### config.mk
export PLATFORM = sky130hd
export DESIGN_NAME = fruit_scheduler
export DESIGN_NICKNAME = d
export VERILOG_FILES = /design/src/rtl/fruit_pkg.sv /design/src/rtl/fruit_slot.sv /design/src/rtl/fruit_scheduler.sv
export SDC_FILE = /design/constraint.sdc
export NUM_CORES = 1
export LEC_CHECK = 0
export ABC_CLOCK_PERIOD_IN_PS = 3800
export BUFFER_PORTS_ARGS = -buffer_cell sky130_fd_sc_hd__clkbuf_2
export CORE_UTILIZATION = 40
export DETAILED_ROUTE_END_ITERATION = 8
export PLACE_DENSITY = 0.6
export SYNTH_ARGS = -nofsm -noshare
export SYNTH_HDL_FRONTEND = slang
export SYNTH_SLANG_ARGS = --single-unit
### constraint.sdc
create_clock -name i_clk -period 3.8 [get_ports i_clk]
set_clock_uncertainty 0.2 [all_clocks]
set_input_delay 0.57 -clock i_clk [delete_from_list [all_inputs] [get_ports i_clk]]
set_output_delay 0.57 -clock i_clk [all_outputs]
set_load 0.1 [all_outputs]
### src/rtl/fruit_pkg.sv
// fruit_pkg: shared slot states, fruit type encoding, screen defaults and LFSR step.
package fruit_pkg;
   typedef enum logic [1:0] {IDLE, FLY, SLICED} slot_state_t;
   typedef enum logic [1:0] {APPLE = 2'd0, PEACH = 2'd1} fruit_type_t;
   localparam int DEF_SCREEN_H = 480;
   localparam int DEF_X_MIN    = 32;
   localparam int DEF_X_MAX    = 576;
   localparam logic [15:0] LFSR_SEED = 16'hACE1;
   // Fibonacci taps 16/14/13/11, shifting right so bit 0 is the oldest tap
   function automatic logic [15:0] lfsr_next(input logic [15:0] l);
      return {l[0] ^ l[2] ^ l[3] ^ l[5], l[15:1]};
   endfunction
endpackage

### src/rtl/fruit_slot.sv
// fruit_slot: one fruit's lifecycle FSM with ballistic motion and slice hold counter.
module fruit_slot
   import fruit_pkg::*;
#(
   parameter int FRUIT_SIZE = 32,
   parameter int V0         = 20,
   parameter int GRAVITY    = 1,
   parameter int SCREEN_H   = DEF_SCREEN_H,
   parameter int SLICE_HOLD = 16
) (
   input  logic        i_clk,
   input  logic        i_rst_n,
   input  logic        i_tick,
   input  logic        i_spawn,
   input  logic        i_slice,
   input  logic [9:0]  i_spawn_x,
   input  fruit_type_t i_spawn_type,
   output logic [9:0]  o_x,
   output logic [9:0]  o_y,
   output logic [1:0]  o_type,
   output logic        o_idle,
   output logic        o_active,
   output logic        o_sliced,
   output logic        o_hit,
   output logic        o_miss
);
   localparam logic signed [10:0] Y0   = 11'(SCREEN_H - FRUIT_SIZE);
   localparam logic signed [10:0] YLIM = 11'(SCREEN_H);
   localparam logic signed [6:0]  VY0  = 7'(-V0);
   localparam logic signed [6:0]  GR   = 7'(GRAVITY);
   localparam logic signed [6:0]  VMAX = 7'sd31;
   localparam logic [4:0]         HL   = 5'(SLICE_HOLD - 1);

   slot_state_t        r_state;
   fruit_type_t        r_type;
   logic [9:0]         r_x;
   logic signed [10:0] r_y;
   logic signed [6:0]  r_vy;
   logic [4:0]         r_hold;
   logic               r_hit, r_miss;
   logic signed [10:0] w_y_next;
   logic signed [6:0]  w_vy_next;
   logic               w_exit;

   assign w_y_next  = r_y + {{4{r_vy[6]}}, r_vy};
   assign w_vy_next = (r_vy > VMAX - GR) ? VMAX : r_vy + GR;
   assign w_exit    = (r_vy > 7'sd0) && (w_y_next >= YLIM);

   always_ff @(posedge i_clk or negedge i_rst_n) begin
      if (!i_rst_n) begin
         r_state <= IDLE;
         r_type  <= APPLE;
         r_x     <= '0;
         r_y     <= '0;
         r_vy    <= '0;
         r_hold  <= '0;
         r_hit   <= 1'b0;
         r_miss  <= 1'b0;
      end else begin
         r_hit  <= 1'b0;
         r_miss <= 1'b0;
         case (r_state)
            IDLE: if (i_spawn) begin
               r_state <= FLY;
               r_x     <= i_spawn_x;
               r_y     <= Y0;
               r_vy    <= VY0;
               r_type  <= i_spawn_type;
               r_hold  <= '0;
            end
            // a slice in the same cycle as a frame tick freezes the fruit before it moves
            FLY: if (i_slice) begin
               r_state <= SLICED;
               r_hit   <= 1'b1;
            end else if (i_tick) begin
               r_y  <= w_y_next;
               r_vy <= w_vy_next;
               if (w_exit) begin
                  r_state <= IDLE;
                  r_miss  <= 1'b1;
               end
            end
            SLICED: if (i_tick) begin
               r_hold <= (r_hold == HL) ? '0 : r_hold + 5'd1;
               if (r_hold == HL) r_state <= IDLE;
            end
            default: r_state <= IDLE;
         endcase
      end
   end

   assign o_x      = r_x;
   assign o_y      = r_y[9:0];
   assign o_type   = r_type;
   assign o_idle   = r_state == IDLE;
   assign o_active = r_state != IDLE;
   assign o_sliced = r_state == SLICED;
   assign o_hit    = r_hit;
   assign o_miss   = r_miss;
endmodule

### src/rtl/fruit_scheduler.sv
// fruit_scheduler: spawn cadence, LFSR placement and slot pool for on-screen fruits.
module fruit_scheduler
   import fruit_pkg::*;
#(
   parameter int NUM_SLOTS    = 4,
   parameter int SPAWN_PERIOD = 90,
   parameter int FRUIT_SIZE   = 32,
   parameter int V0           = 20,
   parameter int GRAVITY      = 1,
   parameter int SCREEN_H     = DEF_SCREEN_H,
   parameter int X_MIN        = DEF_X_MIN,
   parameter int X_MAX        = DEF_X_MAX,
   parameter int SLICE_HOLD   = 16
) (
   input  logic                                 i_clk,
   input  logic                                 i_rst_n,
   input  logic                                 i_frame_tick,
   input  logic                                 i_slice_valid,
   input  logic [$clog2(NUM_SLOTS)-1:0]         i_slice_slot,
   output logic [NUM_SLOTS-1:0][9:0]            o_fruit_x,
   output logic [NUM_SLOTS-1:0][9:0]            o_fruit_y,
   output logic [9:0]                           o_fruit_s,
   output logic [NUM_SLOTS-1:0][1:0]            o_fruit_type,
   output logic [NUM_SLOTS-1:0]                 o_fruit_active,
   output logic [NUM_SLOTS-1:0]                 o_fruit_sliced,
   output logic                                 o_hit_pulse,
   output logic                                 o_miss_pulse
);
   localparam int CW = $clog2(SPAWN_PERIOD);
   localparam int SW = $clog2(NUM_SLOTS);

   logic [CW-1:0]        r_spawn_cnt;
   logic [15:0]          r_lfsr;
   logic [NUM_SLOTS-1:0] w_idle, w_spawn, w_hit, w_miss;
   logic                 w_spawn_due;
   logic [9:0]           w_off, w_spawn_x;
   fruit_type_t          w_type;

   assign w_spawn_due = i_frame_tick && (r_spawn_cnt == CW'(SPAWN_PERIOD - 1));
   // isolate the lowest idle slot; slots retiring on this edge are not yet idle
   assign w_spawn     = w_spawn_due ? (w_idle & (~w_idle + NUM_SLOTS'(1))) : '0;
   assign w_off       = {1'b0, r_lfsr[8:0]};
   assign w_spawn_x   = (w_off > 10'(X_MAX - X_MIN)) ? 10'(X_MIN) + w_off - 10'd256 : 10'(X_MIN) + w_off;
   assign w_type      = r_lfsr[9] ? PEACH : APPLE;

   always_ff @(posedge i_clk or negedge i_rst_n) begin
      if (!i_rst_n) begin
         r_spawn_cnt <= '0;
         r_lfsr      <= LFSR_SEED;
      end else begin
         r_lfsr <= lfsr_next(r_lfsr);
         if (i_frame_tick) r_spawn_cnt <= w_spawn_due ? '0 : r_spawn_cnt + CW'(1);
      end
   end

   for (genvar g = 0; g < NUM_SLOTS; g++) begin : g_slot
      fruit_slot #(
         .FRUIT_SIZE (FRUIT_SIZE),
         .V0         (V0),
         .GRAVITY    (GRAVITY),
         .SCREEN_H   (SCREEN_H),
         .SLICE_HOLD (SLICE_HOLD)
      ) u_slot (
         .i_clk        (i_clk),
         .i_rst_n      (i_rst_n),
         .i_tick       (i_frame_tick),
         .i_spawn      (w_spawn[g]),
         .i_slice      (i_slice_valid && (i_slice_slot == SW'(g))),
         .i_spawn_x    (w_spawn_x),
         .i_spawn_type (w_type),
         .o_x          (o_fruit_x[g]),
         .o_y          (o_fruit_y[g]),
         .o_type       (o_fruit_type[g]),
         .o_idle       (w_idle[g]),
         .o_active     (o_fruit_active[g]),
         .o_sliced     (o_fruit_sliced[g]),
         .o_hit        (w_hit[g]),
         .o_miss       (w_miss[g])
      );
   end

   assign o_fruit_s    = 10'(FRUIT_SIZE);
   assign o_hit_pulse  = |w_hit;
   assign o_miss_pulse = |w_miss;
endmodule

==> impl_metrics.ini <==
[outcome]
status = completed

[logic_synthesis]
synth_flop_cell = dfrtp_1
synth_cells = 1068
synth_area_leaders = dfrtp_1 (42%), ha_1 (7.4%), nand2_1 (5.8%), buf_4 (4.7%), o21ai_0 (4.6%)
async_flop_share = 1.00
synth_top_area_share = 0.420
yosys_warnings = 0
syn_area_per_cell_um2 = 9.32
syn_area_um2 = 9960
post_synth_num_cell_types = 68
yosysTopAreaCell = dfrtp_1
synth_edf_count = 0
ys_seq_area_frac = 0.441
synth-seq-cells = 175

[setup_path]
critPathKind = reg2reg
cp_slowest_cell = or4_4
path_cells = inv_1 -> ha_1 -> nand4b_2 -> or2_1 -> or4_4 -> a211o_1 -> o31ai_1 -> nand2_1
cp.required_ns = 3.91
reg2reg_depth = 8
worst-endpoint-arrival_ns = 3.23
crit_path_end_kind = flip-flop
r2r_start = r_spawn_cnt[1]
critPathMaxFanout = 22
r2r-end = g_slot[3].u_slot.r_vy[6]
slowest_delay_ns = 0.66
rrSetupSlack_ns = 0.69
startpoint_type = flip-flop
cp_num_buf_inv = 1
cp_top_family = simple AND/OR/NAND/NOR gates

[global_routing]
grt_pass1_wl_mm = 39.3
antenna_found_initial = 0
grt_pass1_vias = 7660
grtUsageTotal = 0.191
grt_max_degree = 81
grt-ovfl-total = 0

[power]
vdd_ir_drop_max_mv = 0.364
leakagePower_nw = 5.37
p_per_area_nw_per_um2 = 706

[finish]
antenna_cells = 0
layout.cells.most_common = dfrtp_1
area_growth_pct = 11.3
nets = 1194
fin_util = 0.454
final_cell_mix = dfrtp_1 (167), nand2_1 (155), clkbuf_2 (98)
drive_gt1_frac = 0.155

[cts]
cts_resized = 0
clk_pin_slew_ns = 0.07
cts_htree_levels = 4
clkLatencyLatePin_ns = 0.43
cts.sinks = 175
cts_tree = built
numCtsBuffers = 17
cts.path.max_buffers = 2
cts-root-buf = clkbuf_16

[detailed_routing]
vias = 7898
drcViolationCount = 0
ant_nets = 0
post_drt_wl_per_cell_um = 16.0
vias_per_cell = 5.40
first_pass_iters = 5
first_iter_violations = 420
routed_wl_mm = 23.4

[floorplan]
initial_core_util = 0.408
boundaryPins = 114
core_area_um2 = 24400
std_cell_rows = 57
die_height_um = 160
dieArea_um2 = 25500
die_w_um = 160

[timing]
fin_tns_setup_ns = 0
rsz0062_at_grt = no
min_period_ns = 3.11
hold_viol_final = 0
tightest_slew_ns = 1.07
fmax_mhz = 321
fin_crit_sh = 0.819
slew_headroom = 0.289
finalSetupViolations = 0
finalMaxSlewViolations = 0

[worst_hold_path]
whs_path_depth = 0
worstHoldStart = r_lfsr[12]
hold_end = r_lfsr[11]
hp-class = reg2reg

[placement]
portBuffers = 99
globalplace.congestion = 0.844
dp_hpwl_mm = 16.6

[run]
max-cap-violations = 0
==> sequential cells by signal, indices dropped and copies added (netlist names) <==
signal,cells
r_spawn_cnt,7
g_slot.u_slot.o_x,40
r_lfsr,16
g_slot.u_slot.o_miss,4
g_slot.u_slot.r_hold,20
g_slot.u_slot.r_state,8
g_slot.u_slot.r_vy,28
g_slot.u_slot.o_hit,4
g_slot.u_slot.r_y,44
g_slot.u_slot.o_type,4
==> cell usage after synthesis, types with 4 or more instances <==
| master | number |
|---|---|
| nor2b_1 | 14 |
| or4_1 | 6 |
| nand4b_1 | 5 |
| nand4_1 | 14 |
| a211o_1 | 7 |
| dfrtp_1 | 167 |
| mux2_2 | 7 |
| a211oi_1 | 9 |
| o211ai_1 | 4 |
| o21a_1 | 14 |
| fa_1 | 4 |
| nand2b_1 | 5 |
| a31oi_1 | 7 |
| xor2_1 | 15 |
| buf_4 | 62 |
| clkbuf_1 | 23 |
| xnor2_1 | 13 |
| or2_2 | 5 |
| o22ai_1 | 9 |
| o31ai_1 | 16 |
| o22a_1 | 8 |
| nand2_1 | 155 |
| a31o_2 | 4 |
| nor4_1 | 9 |
| dfstp_2 | 8 |
| inv_1 | 32 |
| a21oi_1 | 71 |
| o21ai_0 | 91 |
| and3_1 | 6 |
| and2_1 | 6 |
| nand3_1 | 31 |
| or3_1 | 11 |
| nor2_1 | 58 |
| a21o_1 | 18 |
| ha_1 | 59 |
| a22o_1 | 18 |
| nor3_1 | 26 |
==> worst max path at each step <==
stage	start	end	slack, ns	cells after the start
after floorplan	g_slot[0].u_slot.r_vy[0]	g_slot[0].u_slot.r_state[0]	0.95	8
after detailed placement	i_frame_tick	g_slot[3].u_slot.r_vy[6]	0.65	7
after CTS	r_spawn_cnt[1]	g_slot[3].u_slot.r_vy[6]	0.69	8
after global routing	g_slot[2].u_slot.r_vy[0]	g_slot[2].u_slot.o_miss	0.52	8
final	r_spawn_cnt[1]	g_slot[3].u_slot.r_vy[6]	0.69	8
after global placement	i_frame_tick	g_slot[3].u_slot.r_vy[6]	0.70	7
==> stage by stage <==
stage | hold slack (ns) | total power, mW | cell area, µm² | worst slack (ns) | instances
floorplan | 0.0744 | 5.56 | 10000 | 0.950 | 1080
global placement | 0.138 | 6.00 | 10500 | 0.697 | 1429
detailed placement | 0.142 | 6.02 | 10500 | 0.647 | 1429
CTS | 0.160 | 7.86 | 11100 | 0.690 | 1462
global route | 0.165 | 8.33 | 11100 | 0.523 | 1462
finish | 0.157 | 7.83 | 11100 | 0.687 | 1462
==> layout make-up <==
class                      instances  area (µm²)
tap                              324         405
sequential                       175        4390
timing repair buffer             113         622
clock inverter                    15         174
clock buffer                      17         425
inverter                          32         120
multi-input combinational        786        4940
fill                            2388       13300
==> power by group <==
part / internal [mW] / switching, mW / total [mW]
combinational: 1.04 / 2.46 / 3.50
sequential: 2.14 / 0.377 / 2.52
clock: 0.993 / 0.816 / 1.81
total: 4.18 / 3.65 / 7.83
==> worst reg2reg max path: cells and delay by family (launching register included) <==
| kind | cells | cell delay, ns |
|---|---|---|
| buf+inv | 1 | 0.09 |
| simple gates | 4 | 1.32 |
| compound gates | 2 | 0.84 |
| flops | 1 | 0.40 |
| fa+ha+maj | 1 | 0.16 |
==> logic make-up (layout without fill, tap and decap cells) <==
family,count (synthesis),in the layout,share of synthesized area
XOR/XNOR,28,28,0.0246
flip-flops,175,175,0.441
buffers and inverters,119,177,0.0684
AND/OR/NAND/NOR,367,367,0.177
adder cells (fa/ha/maj),63,63,0.0822
other,2,14,0.000754
AO/OA/AOI/OAI,304,304,0.196
multiplexers,10,10,0.0109
==> layer usage <==
| metal | wire [µm] | up-vias | track usage |
|---|---|---|---|
| met2 | 10100 | 168 | 0.287 |
| met4 | 453 | 0 | 0.0629 |
| li1 | - | 3897 | - |
| met1 | 11500 | 3800 | 0.268 |
| met5 | 0 | - | 0 |
| met3 | 1270 | 33 | 0.0473 |
==> timing repair <==
action	in CTS	in global routing
endpoints found under the setup margin	0	0
hold endpoints to repair	1	0
hold buffers	1	0
buffers inserted	0	0
No activity file was read; power rests on OpenSTA's default activity.
